<file path="config.mk">
export PLATFORM = sky130hd
export DESIGN_NAME = seg7_scan_decoder
export DESIGN_NICKNAME = d
export VERILOG_FILES = /design/src/rtl/seg7_scan_decoder.sv
export SDC_FILE = /design/constraint.sdc
export NUM_CORES = 1
export LEC_CHECK = 0
export ABC_CLOCK_PERIOD_IN_PS = 3050
export CAP_MARGIN = 40
export CORE_UTILIZATION = 35
export DETAILED_ROUTE_END_ITERATION = 6
export GPL_TIMING_DRIVEN = 1
export MAX_ROUTING_LAYER = met4
export PLACE_DENSITY_LB_ADDON = 0.05
export SLEW_MARGIN = 15
export SYNTH_ARGS = -nofsm -noshare
export SYNTH_HDL_FRONTEND = slang
export SYNTH_SLANG_ARGS = --single-unit
</file>
<file path="constraint.sdc">
create_clock -name i_clk -period 3.05 [get_ports i_clk]
set_input_delay 0.305 -clock i_clk [delete_from_list [all_inputs] [get_ports i_clk]]
set_output_delay 0.305 -clock i_clk [all_outputs]
set_load 0.05 [all_outputs]
</file>
<file path="src/rtl/seg7_scan_decoder.sv">
// ----------------------------------------------------------------------------
// seg7_scan_decoder
//
// Purpose:
//    Display monitor for a multiplexed, active-low 7-segment bus. It watches
//    the segment lines and the per-digit anode enables, waits for a pattern to
//    settle, checks it, and recovers the hex nibble shown on every digit, so
//    firmware can read back what the front panel is showing.
//
// Ports:
//    i_clk      system clock
//    i_rst_n    asynchronous active-low reset
//    i_seg      segment bus [6:0], low = segment lit (asynchronous input)
//    i_an       digit enables, low = digit active, bit k = digit k (async)
//    i_clr      synchronous clear of the error flags and the frame mask
//    o_digits   decoded nibbles, digit k in [4k+3:4k]
//    o_valid    digit k holds a legal decoded hex value
//    o_blank    digit k was last seen blank (all segments off)
//    o_err      sticky flags: [0] illegal pattern, [1] anode conflict
//    o_upd      one-cycle pulse when any digit/valid/blank bit changes
//    o_frame    one-cycle pulse once every digit has been captured
//    o_stale    no capture for TIMEOUT cycles
// ----------------------------------------------------------------------------
module seg7_scan_decoder #(
   parameter int N_DIGITS = 4,
   parameter int STABLE   = 4,
   parameter int TIMEOUT  = 1000000
) (
   input  logic                    i_clk,
   input  logic                    i_rst_n,
   input  logic [6:0]              i_seg,
   input  logic [N_DIGITS-1:0]     i_an,
   input  logic                    i_clr,
   output logic [4*N_DIGITS-1:0]   o_digits,
   output logic [N_DIGITS-1:0]     o_valid,
   output logic [N_DIGITS-1:0]     o_blank,
   output logic [1:0]              o_err,
   output logic                    o_upd,
   output logic                    o_frame,
   output logic                    o_stale
);

   localparam int SW = N_DIGITS + 7;
   localparam int CW = $clog2(STABLE);
   localparam int TW = $clog2(TIMEOUT + 1);

   localparam logic [CW-1:0] CNT_ARM = CW'(STABLE - 2);
   localparam logic [CW-1:0] CNT_MAX = CW'(STABLE - 1);
   localparam logic [TW-1:0] TO_ARM  = TW'(TIMEOUT - 1);
   localparam logic [TW-1:0] TO_MAX  = TW'(TIMEOUT);
   localparam logic [6:0]    SEG_BLANK = 7'b1111111;

   // Segment pattern to {hit, nibble}. Anything not in the table is a miss.
   function automatic logic [4:0] f_decode(input logic [6:0] seg);
      logic [4:0] res;
      res = 5'b0_0000;
      case (seg)
         7'b1000000: res = 5'h10;
         7'b1111001: res = 5'h11;
         7'b0100100: res = 5'h12;
         7'b0110000: res = 5'h13;
         7'b0011001: res = 5'h14;
         7'b0010010: res = 5'h15;
         7'b0000010: res = 5'h16;
         7'b1111000: res = 5'h17;
         7'b0000000: res = 5'h18;
         7'b0010000: res = 5'h19;
         7'b0001000: res = 5'h1A;
         7'b0000011: res = 5'h1B;
         7'b0100111: res = 5'h1C;
         7'b0100001: res = 5'h1D;
         7'b0000110: res = 5'h1E;
         7'b0001110: res = 5'h1F;
         default:    res = 5'h00;
      endcase
      return res;
   endfunction

   // ------------------------------------------------------------------------
   // Registers
   // ------------------------------------------------------------------------
   logic [6:0]              r_seg_s1, r_seg_s2;
   logic [N_DIGITS-1:0]     r_an_s1, r_an_s2;
   logic [SW-1:0]           r_prev;
   logic [CW-1:0]           r_cnt;
   logic [TW-1:0]           r_tcnt;
   logic [4*N_DIGITS-1:0]   r_digits;
   logic [N_DIGITS-1:0]     r_valid;
   logic [N_DIGITS-1:0]     r_blank;
   logic [N_DIGITS-1:0]     r_mask;
   logic [1:0]              r_err;
   logic                    r_upd;
   logic                    r_frame;
   logic                    r_stale;

   // ------------------------------------------------------------------------
   // Combinational datapath
   // ------------------------------------------------------------------------
   logic [SW-1:0]           w_samp;
   logic                    w_same;
   logic                    w_cap;
   logic [N_DIGITS-1:0]     w_low;
   logic [N_DIGITS-1:0]     w_low_m1;
   logic                    w_onehot;
   logic                    w_conflict;
   logic                    w_take;
   logic [4:0]              w_dec;
   logic                    w_hit;
   logic [3:0]              w_nib;
   logic                    w_is_blank;
   logic                    w_illegal;
   logic                    w_to_hit;
   logic                    w_mask_full;
   logic [N_DIGITS-1:0]     w_mask_next;
   logic [1:0]              w_err_next;
   logic [4*N_DIGITS-1:0]   w_digits_next;
   logic [N_DIGITS-1:0]     w_valid_next;
   logic [N_DIGITS-1:0]     w_blank_next;
   logic                    w_change;

   assign w_samp = {r_an_s2, r_seg_s2};
   assign w_same = (w_samp == r_prev);

   // The counter passes through CNT_ARM exactly once per dwell because it
   // saturates at CNT_MAX, so this fires a single capture per dwell.
   assign w_cap = w_same && (r_cnt == CNT_ARM);

   // Active digits as a high-true vector; x & (x-1) == 0 means at most one bit.
   assign w_low      = ~r_an_s2;
   assign w_low_m1   = w_low - N_DIGITS'(1);
   assign w_onehot   = (|w_low) && !(|(w_low & w_low_m1));
   assign w_conflict = w_cap && (|w_low) && !w_onehot;
   assign w_take     = w_cap && w_onehot;

   assign w_dec      = f_decode(r_seg_s2);
   assign w_hit      = w_dec[4];
   assign w_nib      = w_dec[3:0];
   assign w_is_blank = (r_seg_s2 == SEG_BLANK);
   assign w_illegal  = w_take && !w_hit && !w_is_blank;

   // Timeout fires on the cycle the counter would reach TIMEOUT; a capture in
   // the same cycle takes priority and restarts the count instead.
   assign w_to_hit   = !w_take && (r_tcnt == TO_ARM);

   // A full mask is consumed (frame pulse + clear) one cycle after it fills.
   // Clear sources wipe the old mask first, then the current capture is ORed
   // in, so a capture coinciding with i_clr leaves just its own bit set.
   assign w_mask_full = &r_mask;
   assign w_mask_next = ((w_mask_full || i_clr || w_to_hit) ? '0 : r_mask)
                      | (w_take ? w_low : '0);

   // Newly detected errors are ORed after the clear so they survive i_clr.
   assign w_err_next  = (i_clr ? 2'b00 : r_err) | {w_conflict, w_illegal};

   // Per-digit next state; only the single selected digit can change on a
   // capture, while a timeout drops every valid bit at once.
   generate
      for (genvar gi = 0; gi < N_DIGITS; gi++) begin : g_digit
         logic w_sel;
         assign w_sel = w_take && w_low[gi];

         assign w_digits_next[4*gi +: 4] = (w_sel && w_hit) ? w_nib
                                                            : r_digits[4*gi +: 4];

         assign w_valid_next[gi] = w_to_hit ? 1'b0
                                 : w_sel    ? w_hit
                                 :            r_valid[gi];

         assign w_blank_next[gi] = (w_sel && w_hit)      ? 1'b0
                                 : (w_sel && w_is_blank) ? 1'b1
                                 :                         r_blank[gi];
      end
   endgenerate

   assign w_change = (w_digits_next != r_digits)
                  || (w_valid_next != r_valid)
                  || (w_blank_next != r_blank);

   // ------------------------------------------------------------------------
   // Input synchronizers (pins are asynchronous to i_clk)
   // ------------------------------------------------------------------------
   always_ff @(posedge i_clk or negedge i_rst_n) begin
      if (!i_rst_n) begin
         r_seg_s1 <= '0;
         r_seg_s2 <= '0;
         r_an_s1  <= '0;
         r_an_s2  <= '0;
      end else begin
         r_seg_s1 <= i_seg;
         r_seg_s2 <= r_seg_s1;
         r_an_s1  <= i_an;
         r_an_s2  <= r_an_s1;
      end
   end

   // ------------------------------------------------------------------------
   // Stability and timeout counters
   // ------------------------------------------------------------------------
   always_ff @(posedge i_clk or negedge i_rst_n) begin
      if (!i_rst_n) begin
         r_prev <= '0;
         r_cnt  <= '0;
         r_tcnt <= '0;
      end else begin
         r_prev <= w_samp;

         if (!w_same) begin
            r_cnt <= '0;
         end else if (r_cnt != CNT_MAX) begin
            r_cnt <= r_cnt + CW'(1);
         end

         if (w_take) begin
            r_tcnt <= '0;
         end else if (r_tcnt != TO_MAX) begin
            r_tcnt <= r_tcnt + TW'(1);
         end
      end
   end

   // ------------------------------------------------------------------------
   // Decoded digit state and status
   // ------------------------------------------------------------------------
   always_ff @(posedge i_clk or negedge i_rst_n) begin
      if (!i_rst_n) begin
         r_digits <= '0;
         r_valid  <= '0;
         r_blank  <= '0;
         r_mask   <= '0;
         r_err    <= '0;
         r_upd    <= 1'b0;
         r_frame  <= 1'b0;
         r_stale  <= 1'b0;
      end else begin
         r_digits <= w_digits_next;
         r_valid  <= w_valid_next;
         r_blank  <= w_blank_next;
         r_mask   <= w_mask_next;
         r_err    <= w_err_next;
         r_upd    <= w_change;
         r_frame  <= w_mask_full;

         if (w_take) begin
            r_stale <= 1'b0;
         end else if (w_to_hit) begin
            r_stale <= 1'b1;
         end
      end
   end

   assign o_digits = r_digits;
   assign o_valid  = r_valid;
   assign o_blank  = r_blank;
   assign o_err    = r_err;
   assign o_upd    = r_upd;
   assign o_frame  = r_frame;
   assign o_stale  = r_stale;

endmodule

</file>
Word level (Yosys, flattened, before mapping)
Index checks and enable logic that the tools add are counted.
{"block": "word_totals", "in_bits": 14, "output_inout_bits": 29, "elab_cells": 112, "ff_bits": 88}
{"block": "classes", "muxes": 30, "n_reduce_logical": 35, "bitwise": 4, "n_addsub": 3, "eq_ne": 25}
{"operator": "$pmux 5 s16", "count": 1}
{"operator": "$mux 20", "count": 2}
{"operator": "$eq 7x6->1 const B", "count": 4}
{"operator": "$eq 7x7->1 const B", "count": 4}
{"operator": "$mux 4", "count": 6}
{"operator": "$eq 7x5->1 const B", "count": 3}
{"operator": "$add 20x1->20 const B", "count": 1}
{"operator": "$eq 20x20->1 const B", "count": 1}
{"operator": "$logic_and 1x1->1", "count": 20}
{"operator": "$ne 20x20->1 const B", "count": 1}
{"operator": "$mux 1", "count": 18}
{"operator": "$ne 16x16->1", "count": 1}
{"operator": "$eq 7x2->1 const B", "count": 2}
{"operator": "$eq 7x4->1 const B", "count": 2}
{"operator": "$eq 11x11->1", "count": 1}
{"operator": "$ne 4x4->1", "count": 2}
{"operator": "$reduce_or 4->1", "count": 2}
{"operator": "$eq 7x3->1 const B", "count": 1}
{"operator": "$logic_not 7->1", "count": 1}
{"operator": "$mux 2", "count": 3}
{"operator": "$logic_not 1->1", "count": 5}
{"operator": "$and 4x4->4", "count": 1}
{"operator": "$logic_or 1x1->1", "count": 4}
{"operator": "$not 4->4", "count": 1}
{"operator": "other kinds (9)", "count": 10}

Logic depth before layout (Yosys ltp)
Gate-level depths: netlist of the first run.
{"block": "logic_depth", "ltp_word": 13, "ltp_mapped": 11}

Least setup slack after synthesis of the first run
OpenSTA, ideal clock, no wires.
{"block": "synth_path", "kind": "register -> register", "startpoint": "register r_seg_s2[6]", "endpoint": "register r_upd (netlist: o_upd)", "synth_period_minus_slack_ps": 2829, "path_stages_with_launch": 11, "t_required_ps": 2911, "setup_time_ps": 139, "t_arrival_ps": 2690, "setup_slack_ps": 221, "path_cell_list": "dfrtp_1 buf_2 or4b_1 nor3_1 or4b_1 buf_2 xor2_1 a211oi_2 and4bb_1 o311ai_1 or4_1"}
{"block": "synth_between", "elab_chain_cells": 9, "word_cells_on_any_way": 60}
{"item": "start: declaration", "line": "82", "rtl": "logic [6:0] r_seg_s1, r_seg_s2;"}
{"item": "start signal: assignment", "line": "190", "rtl": "r_seg_s2 <= r_seg_s1;"}
{"item": "branches (longest 8 deep; another with $pmux 5 s16)"}
{"item": "$logic_or 1x1->1 (*)", "line": "177", "rtl": "|| (w_blank_next != r_blank);"}
{"item": "net w_change", "line": "119", "rtl": "logic w_change;"}
{"item": "end signal: assignment", "line": "240", "rtl": "r_upd <= w_change;"}
{"item": "end: declaration", "line": "92", "rtl": "logic r_upd;"}
Mark *: on every way through the listed nets, which the timed path passes.
A chain may end at the register's enable or synchronous reset.

Worst setup path in the final report of the first run
{"block": "layout_path", "startpoint": "register r_seg_s2[0]", "endpoint": "register r_upd (netlist: o_upd)"}
Same word-level chain as after synthesis.

==> results.toml, run 1 <==
[logic_synthesis]
synth-simple-area-share = 0.229
avgSynthCellArea_um2 = 9.99
synth_seq_area_share = 0.537
synth-xor-area-share = 0.0834
ys_top_cells_by_area = "dfrtp_1, xor2_1, nand2_1, nor2_1, o21ai_0"
synth_compound_area_frac = 0.101
yosysMostFrequentCell = "dfrtp_1"
synth_fp_nets = 428
synth_mux_area_frac = 0.00244
ys_async_sr_fraction = 1.00
synth_cell_types = 61
synthAdderAreaFrac = 0.0147
synth_edf_count = 0
synth_warnings = 0
synthFlopType = "dfrtp_1"
synth_common_cells = "dfrtp_1, nand2_1, nor2_1, xor2_1, o21ai_0"
synth_top_area_cell = "dfrtp_1"
ys_ff_latch = 88
synth_area_um2 = 4100
synth_top_family_by_area = "simple AND/OR/NAND/NOR gates"
synth_cells = 410
synth.top_cell.area_share = 0.537

[cts]
path_clk_slew_ns = 0.06
cts_root_buf = "clkbuf_16"
cts_buffers = 9
tritoncts = "done"
cts_sinks = 88
clk_latency_ns = 0.35
cts_max_path_buffers = 2
htreeDepth = 3

[worst_setup_path]
critPathMaxStageDelay_ns = 0.58
crit_path_cell_trace = "and3b_1, o31a_1, or4b_1, xor2_1, a211oi_2, and4bb_1, o311ai_1, or4_1"
cp.required_ns = 3.26
r2r_end = "o_upd"
r2r-start = "r_seg_s2[0]"
crit_path_end_kind = "flip-flop"
crit_fanout = 12
cp.arrival_ns = 3.13
cp_slowest_cell = "or4b_1"
start_kind = "flip-flop"
worst_r2r_path_depth = 8
r2r_slack_ns = 0.13
crit_type = "flip-flop to flip-flop"

[flow_run]
max_cap_violations = 0

[sta]
setup-violations-final = 0
period_share = 0.957
grt_setup_unrepaired = "no"
fin_tns_setup_ns = 0
worst_slew_pin_slew_ns = 0.626
clock.fmax_mhz = 343
slew_violations = 0
clock_skew_ns = 0.00811
hold_viol_final = 0
whs_ns = 0.347
layout_min_cycle_time_ns = 2.92
relSlewSlack = 0.579

[drt]
dr.pass1.iters = 4
drc = 0
dr.first_iter.drc_count = 167
drt_wl_total_mm = 9.78
wire_per_inst_um = 15.9
drt-vias-per-instance = 5.10
vias = 3134
ant_nets = 0

[status]
status = "complete, no violations"

[hold_path]
hold_start = "r_seg_s1[2]"
hp-class = "flip-flop to flip-flop"
hold_end = "r_seg_s2[2]"
hold-path-cell-count = 0

[finish]
nets = 486
final_layout_size_suffix_gt1_frac = 0.117
area_growth_pct = 24.9
antenna_cells = 0

[power]
irDropWorstVdd_uv = 305
power_density_nw_per_um2 = 481
leakage_nw = 2.26

[grt]
antenna_found_initial = 0
grt_pass1_wl_mm = 16.0
first_global_vias = 3022
grt_overflow_total = 0
grt_use_total = 0.185
grt_max_degree = 39

[die]
core-area_um2 = 11400
ios = 43
dieHeight_um = 110
initial_core_util = 0.359
num_rows = 39
die_w_um = 110
dieArea_um2 = 12100

[place]
portBuffers = 42
globalplace.congestion = 0.905
dpl.hpwl_mm = 7.14
==> worst max-delay path, delay by kind of cell, from the launching register on <==
family           cells  cell delay [ns]
AND/OR/NAND/NOR      4             1.52
flip-flops           1             0.46
AO/OA/AOI/OAI        3             0.59
XOR/XNOR             1             0.19
==> placed cells by master, fill, tap and decap left out, drive strengths merged, types with 3 or more instances in the layout <==
cell,Yosys,routed
nor3,21,21
and3,7,7
nand4,4,4
clkinv,0,3
o22ai,5,5
nor4,7,7
nor3b,3,3
a21oi,10,10
nor2,37,37
or4b,3,3
buf,9,27
clkbuf,13,9
dfrtp,88,88
o21ai,26,26
clkdlybuf4s50,0,41
and4,4,4
and2,3,3
nor4b,4,4
ha,4,4
xor2,30,30
inv,9,10
a21o,3,3
or4,3,3
or3,4,4
xnor2,9,9
nand3,14,14
nand2,56,56
==> final cells by class <==
type / count / area, µm²
flip-flops and latches: 88 / 2210
clock inverters: 6 / 68.8
clock buffers: 9 / 225
inverters: 9 / 33.8
fillers: 1124 / 6300
well taps: 143 / 179
multi-input cells: 291 / 1780
repair buffers: 69 / 623
==> how the worst max path moves through the flow <==
stage,start,endpoint,slack (ns),cells after the start
after global routing,r_seg_s2[0],o_upd,0.03,8
after detailed placement,r_seg_s2[0],o_upd,0.05,8
final,r_seg_s2[0],o_upd,0.13,8
after CTS,r_seg_s2[0],o_upd,0.03,8
after global placement,r_seg_s2[0],o_upd,0.13,8
after floorplan,r_seg_s2[6],o_upd,0.22,10
==> power by group <==
group	switching, W	leakage, nW	internal, W
sequential	0.0000257	1.13	0.00119
clock	0.000465	0.142	0.000634
combinational	0.0000784	0.988	0.0000652
total	0.000569	2.26	0.00189
==> what timing repair did <==
action	4_1_cts	5_1_grt
setup buffers	0	0
setup endpoints to repair	0	7
endpoints found under the hold margin	36	0
gates resized for setup	0	7
hold buffers	1	0
==> registers in the layout, indices dropped and copies added (netlist names) <==
name,flops
r_an_s1,4
r_tcnt,20
o_err,2
r_mask,4
o_frame,1
o_stale,1
r_cnt,2
o_valid,4
r_seg_s1,7
o_blank,4
r_an_s2,4
o_digits,16
r_prev,11
r_seg_s2,7
o_upd,1
==> cells by family after synthesis <==
| logic type | count (synthesis) |
|---|---|
| muxes | 1 |
| buffers and inverters | 31 |
| and+or+nand+nor | 182 |
| DFF | 88 |
| AOI/OAI and AO/OA | 64 |
| adders and majority gates | 5 |
| xor gates and xnor gates | 39 |
==> metrics by stage <==
step	instances	setup slack (ns)	util	instance area, µm²	power, W
3_5_place_dp	599	0.0492	0.420	4790	0.00138
5_1_grt	615	0.0328	0.448	5120	0.00256
3_3_place_gp	599	0.135	0.420	4790	0.00138
6_report	615	0.131	0.448	5120	0.00246
4_1_cts	615	0.0264	0.446	5100	0.00250
2_1_floorplan	410	0.221	-	4100	0.00130
==> routing by layer <==
metal | GRT usage | up-vias | routed length (µm)
met2 | 0.271 | 62 | 4460
met1 | 0.244 | 1512 | 4700
met4 | 0.0808 | 0 | 206
met3 | 0.0429 | 13 | 414
met5 | - | - | 0
li1 | - | 1547 | -
No activity file was read; power rests on OpenSTA's default activity.
==> run 2, diff against run 1 <==
Settings changed: CORE_UTILIZATION 35 to 25, SETUP_SLACK_MARGIN from default to 0.02.
==> results.toml, run 2 (synthesis results as in run 1) <==
[power]
internal-power_w = 0.00192
p_comb_frac = 0.059
power_density_nw_per_um2 = 479
switching_power_w = 0.000592
pwr-share-clk = 0.456
leakage_nw = 2.28
irDropWorstVdd_uv = 260
p_sw_frac = 0.236
seqPwrFrac = 0.485

[sta]
whs_ns = -0.00442
grt_setup_unrepaired = "no"
relSlewSlack = 0.499
clock.fmax_mhz = 345
period_share = 0.949
setup-violations-final = 0
fin_tns_setup_ns = 0
worst_slew_pin_slew_ns = 0.746
hold_viol_final = 3
layout_min_cycle_time_ns = 2.90
fin_ws_ns = 0.154
clock_skew_ns = 0.00666
slew_violations = 0

[cts]
cts_resized = 0
cts_sinks = 88
path_clk_slew_ns = 0.06
tritoncts = "done"
clk_latency_ns = 0.35
htreeDepth = 3
cts_buffers = 9
postCtsSetupBuffers = 0
cts_max_path_buffers = 2
hold_buffers = 0
cts_root_buf = "clkbuf_16"

[grt]
grt_overflow_total = 0
antenna_found_initial = 0
first_global_vias = 3218
grt_use_total = 0.150
grt_max_degree = 89
grt_pass1_wl_mm = 18.3

[finish]
largest-register = "r_tcnt"
nets = 487
area_growth_pct = 27.8
multi_input_area_um2 = 1780
largest_reg_flops = 20
seqCellArea_um2 = 2210
layout_commonest_cell = "dfrtp_1"
finalNonFillerCells = 690
nFillCells = 1653
final_cell_mix = "dfrtp_1, nand2_1, clkdlybuf4s50_1"
final_layout_size_suffix_gt1_frac = 0.120
antenna_cells = 0

[die]
initial_core_util = 0.257
ios = 43
num_rows = 46
dieArea_um2 = 16900
die_w_um = 130
dieHeight_um = 130
core-area_um2 = 15900

[worst_setup_path]
cp_slowest_cell = "or4_1"
crit_path_end_kind = "flip-flop"
r2r-start = "r_seg_s2[4]"
start_kind = "flip-flop"
cpMostUsedCell = "or4_1"
cp_num_buf_inv = 1
r2r_slack_ns = 0.15
crit_path_cell_trace = "buf_4, or4_1, a21oi_1, or4_1, nor3_1, o21ai_0, o221ai_1, or4_1"
cp.arrival_ns = 3.12
cp_top_family = "simple AND/OR/NAND/NOR gates"
worst_r2r_path_depth = 8
crit_type = "flip-flop to flip-flop"
cp.required_ns = 3.27
critPathMaxStageDelay_ns = 0.52
r2r_end = "o_upd"
crit_fanout = 13

[status]
violations = "negative hold slack"
status = "complete, but fails checks"

[drt]
vias = 3175
drt_wl_total_mm = 11.0
drc = 0
wire_per_inst_um = 16.0
ant_nets = 0
drt-vias-per-instance = 4.60
dr.first_iter.drc_count = 131
dr.pass1.iters = 4

[flow_run]
max_cap_violations = 0

[place]
pre_cts_ws_ns = 0.0999
portBuffers = 42
globalplace.congestion = 0.810
dpl.hpwl_mm = 7.85
dpl.cell_count = 674

[hold_path]
hp-class = "input port to async pin"
[run 2: area by class of cell]
type	instances	share of cell area
Sequential cell	88	0.421
Timing Repair Buffer	70	0.122
Tap cell	216	0.0516
Inverter	9	0.00645
Clock buffer	10	0.0456
Multi-Input combinational cell	291	0.340
Clock inverter	6	0.0129
[run 2: worst max path at each step]
stage / from / end / slack [ns] / cells past startpoint
3_3_place_gp: r_seg_s2[1] / o_upd / 0.11 / 8
5_1_grt: r_seg_s2[2] / o_upd / 0.04 / 8
6_report: r_seg_s2[4] / o_upd / 0.15 / 8
4_1_cts: r_seg_s2[1] / o_upd / 0.1 / 8
2_1_floorplan: r_seg_s2[6] / o_upd / 0.22 / 10
3_5_place_dp: r_seg_s2[1] / o_upd / 0.1 / 8
[run 2: worst register-to-register path, cell delays in order, from the launching register on]
cell and delay (ns):
dfrtp_2 0.49, buf_4 0.18, or4_1 0.50, a21oi_1 0.38, or4_1 0.29, nor3_1 0.09, o21ai_0 0.17, o221ai_1 0.14
or4_1 0.52
[run 2: power groups by stage]
stage	registers, W	logic [W]	clock network (W)
floorplan	0.00123	0.0000766	0
global placement	0.00124	0.000150	0
detailed placement	0.00124	0.000151	0
CTS	0.00122	0.000152	0.00118
global route	0.00122	0.000167	0.00123
finish	0.00122	0.000149	0.00114
[run 2: per-stage QoR]
stage	power, W	area [µm²]	hold slack (ns)	util
floorplan	0.00130	4100	0.00941	-
global placement	0.00139	4910	0.335	0.308
detailed placement	0.00139	4910	0.335	0.308
CTS	0.00255	5220	0.0229	0.327
global route	0.00262	5240	0.0333	0.329
finish	0.00251	5240	-0.00442	0.329
[run 2: per-layer routing]
metal / track usage / share of wire / vias up
met2: 0.226 / 0.46 / 63
met1: 0.194 / 0.49 / 1541
met4: 0.0752 / 0.024 / 0
met5: - / 0 / -
li1: - / - / 1555
met3: 0.0250 / 0.029 / 16
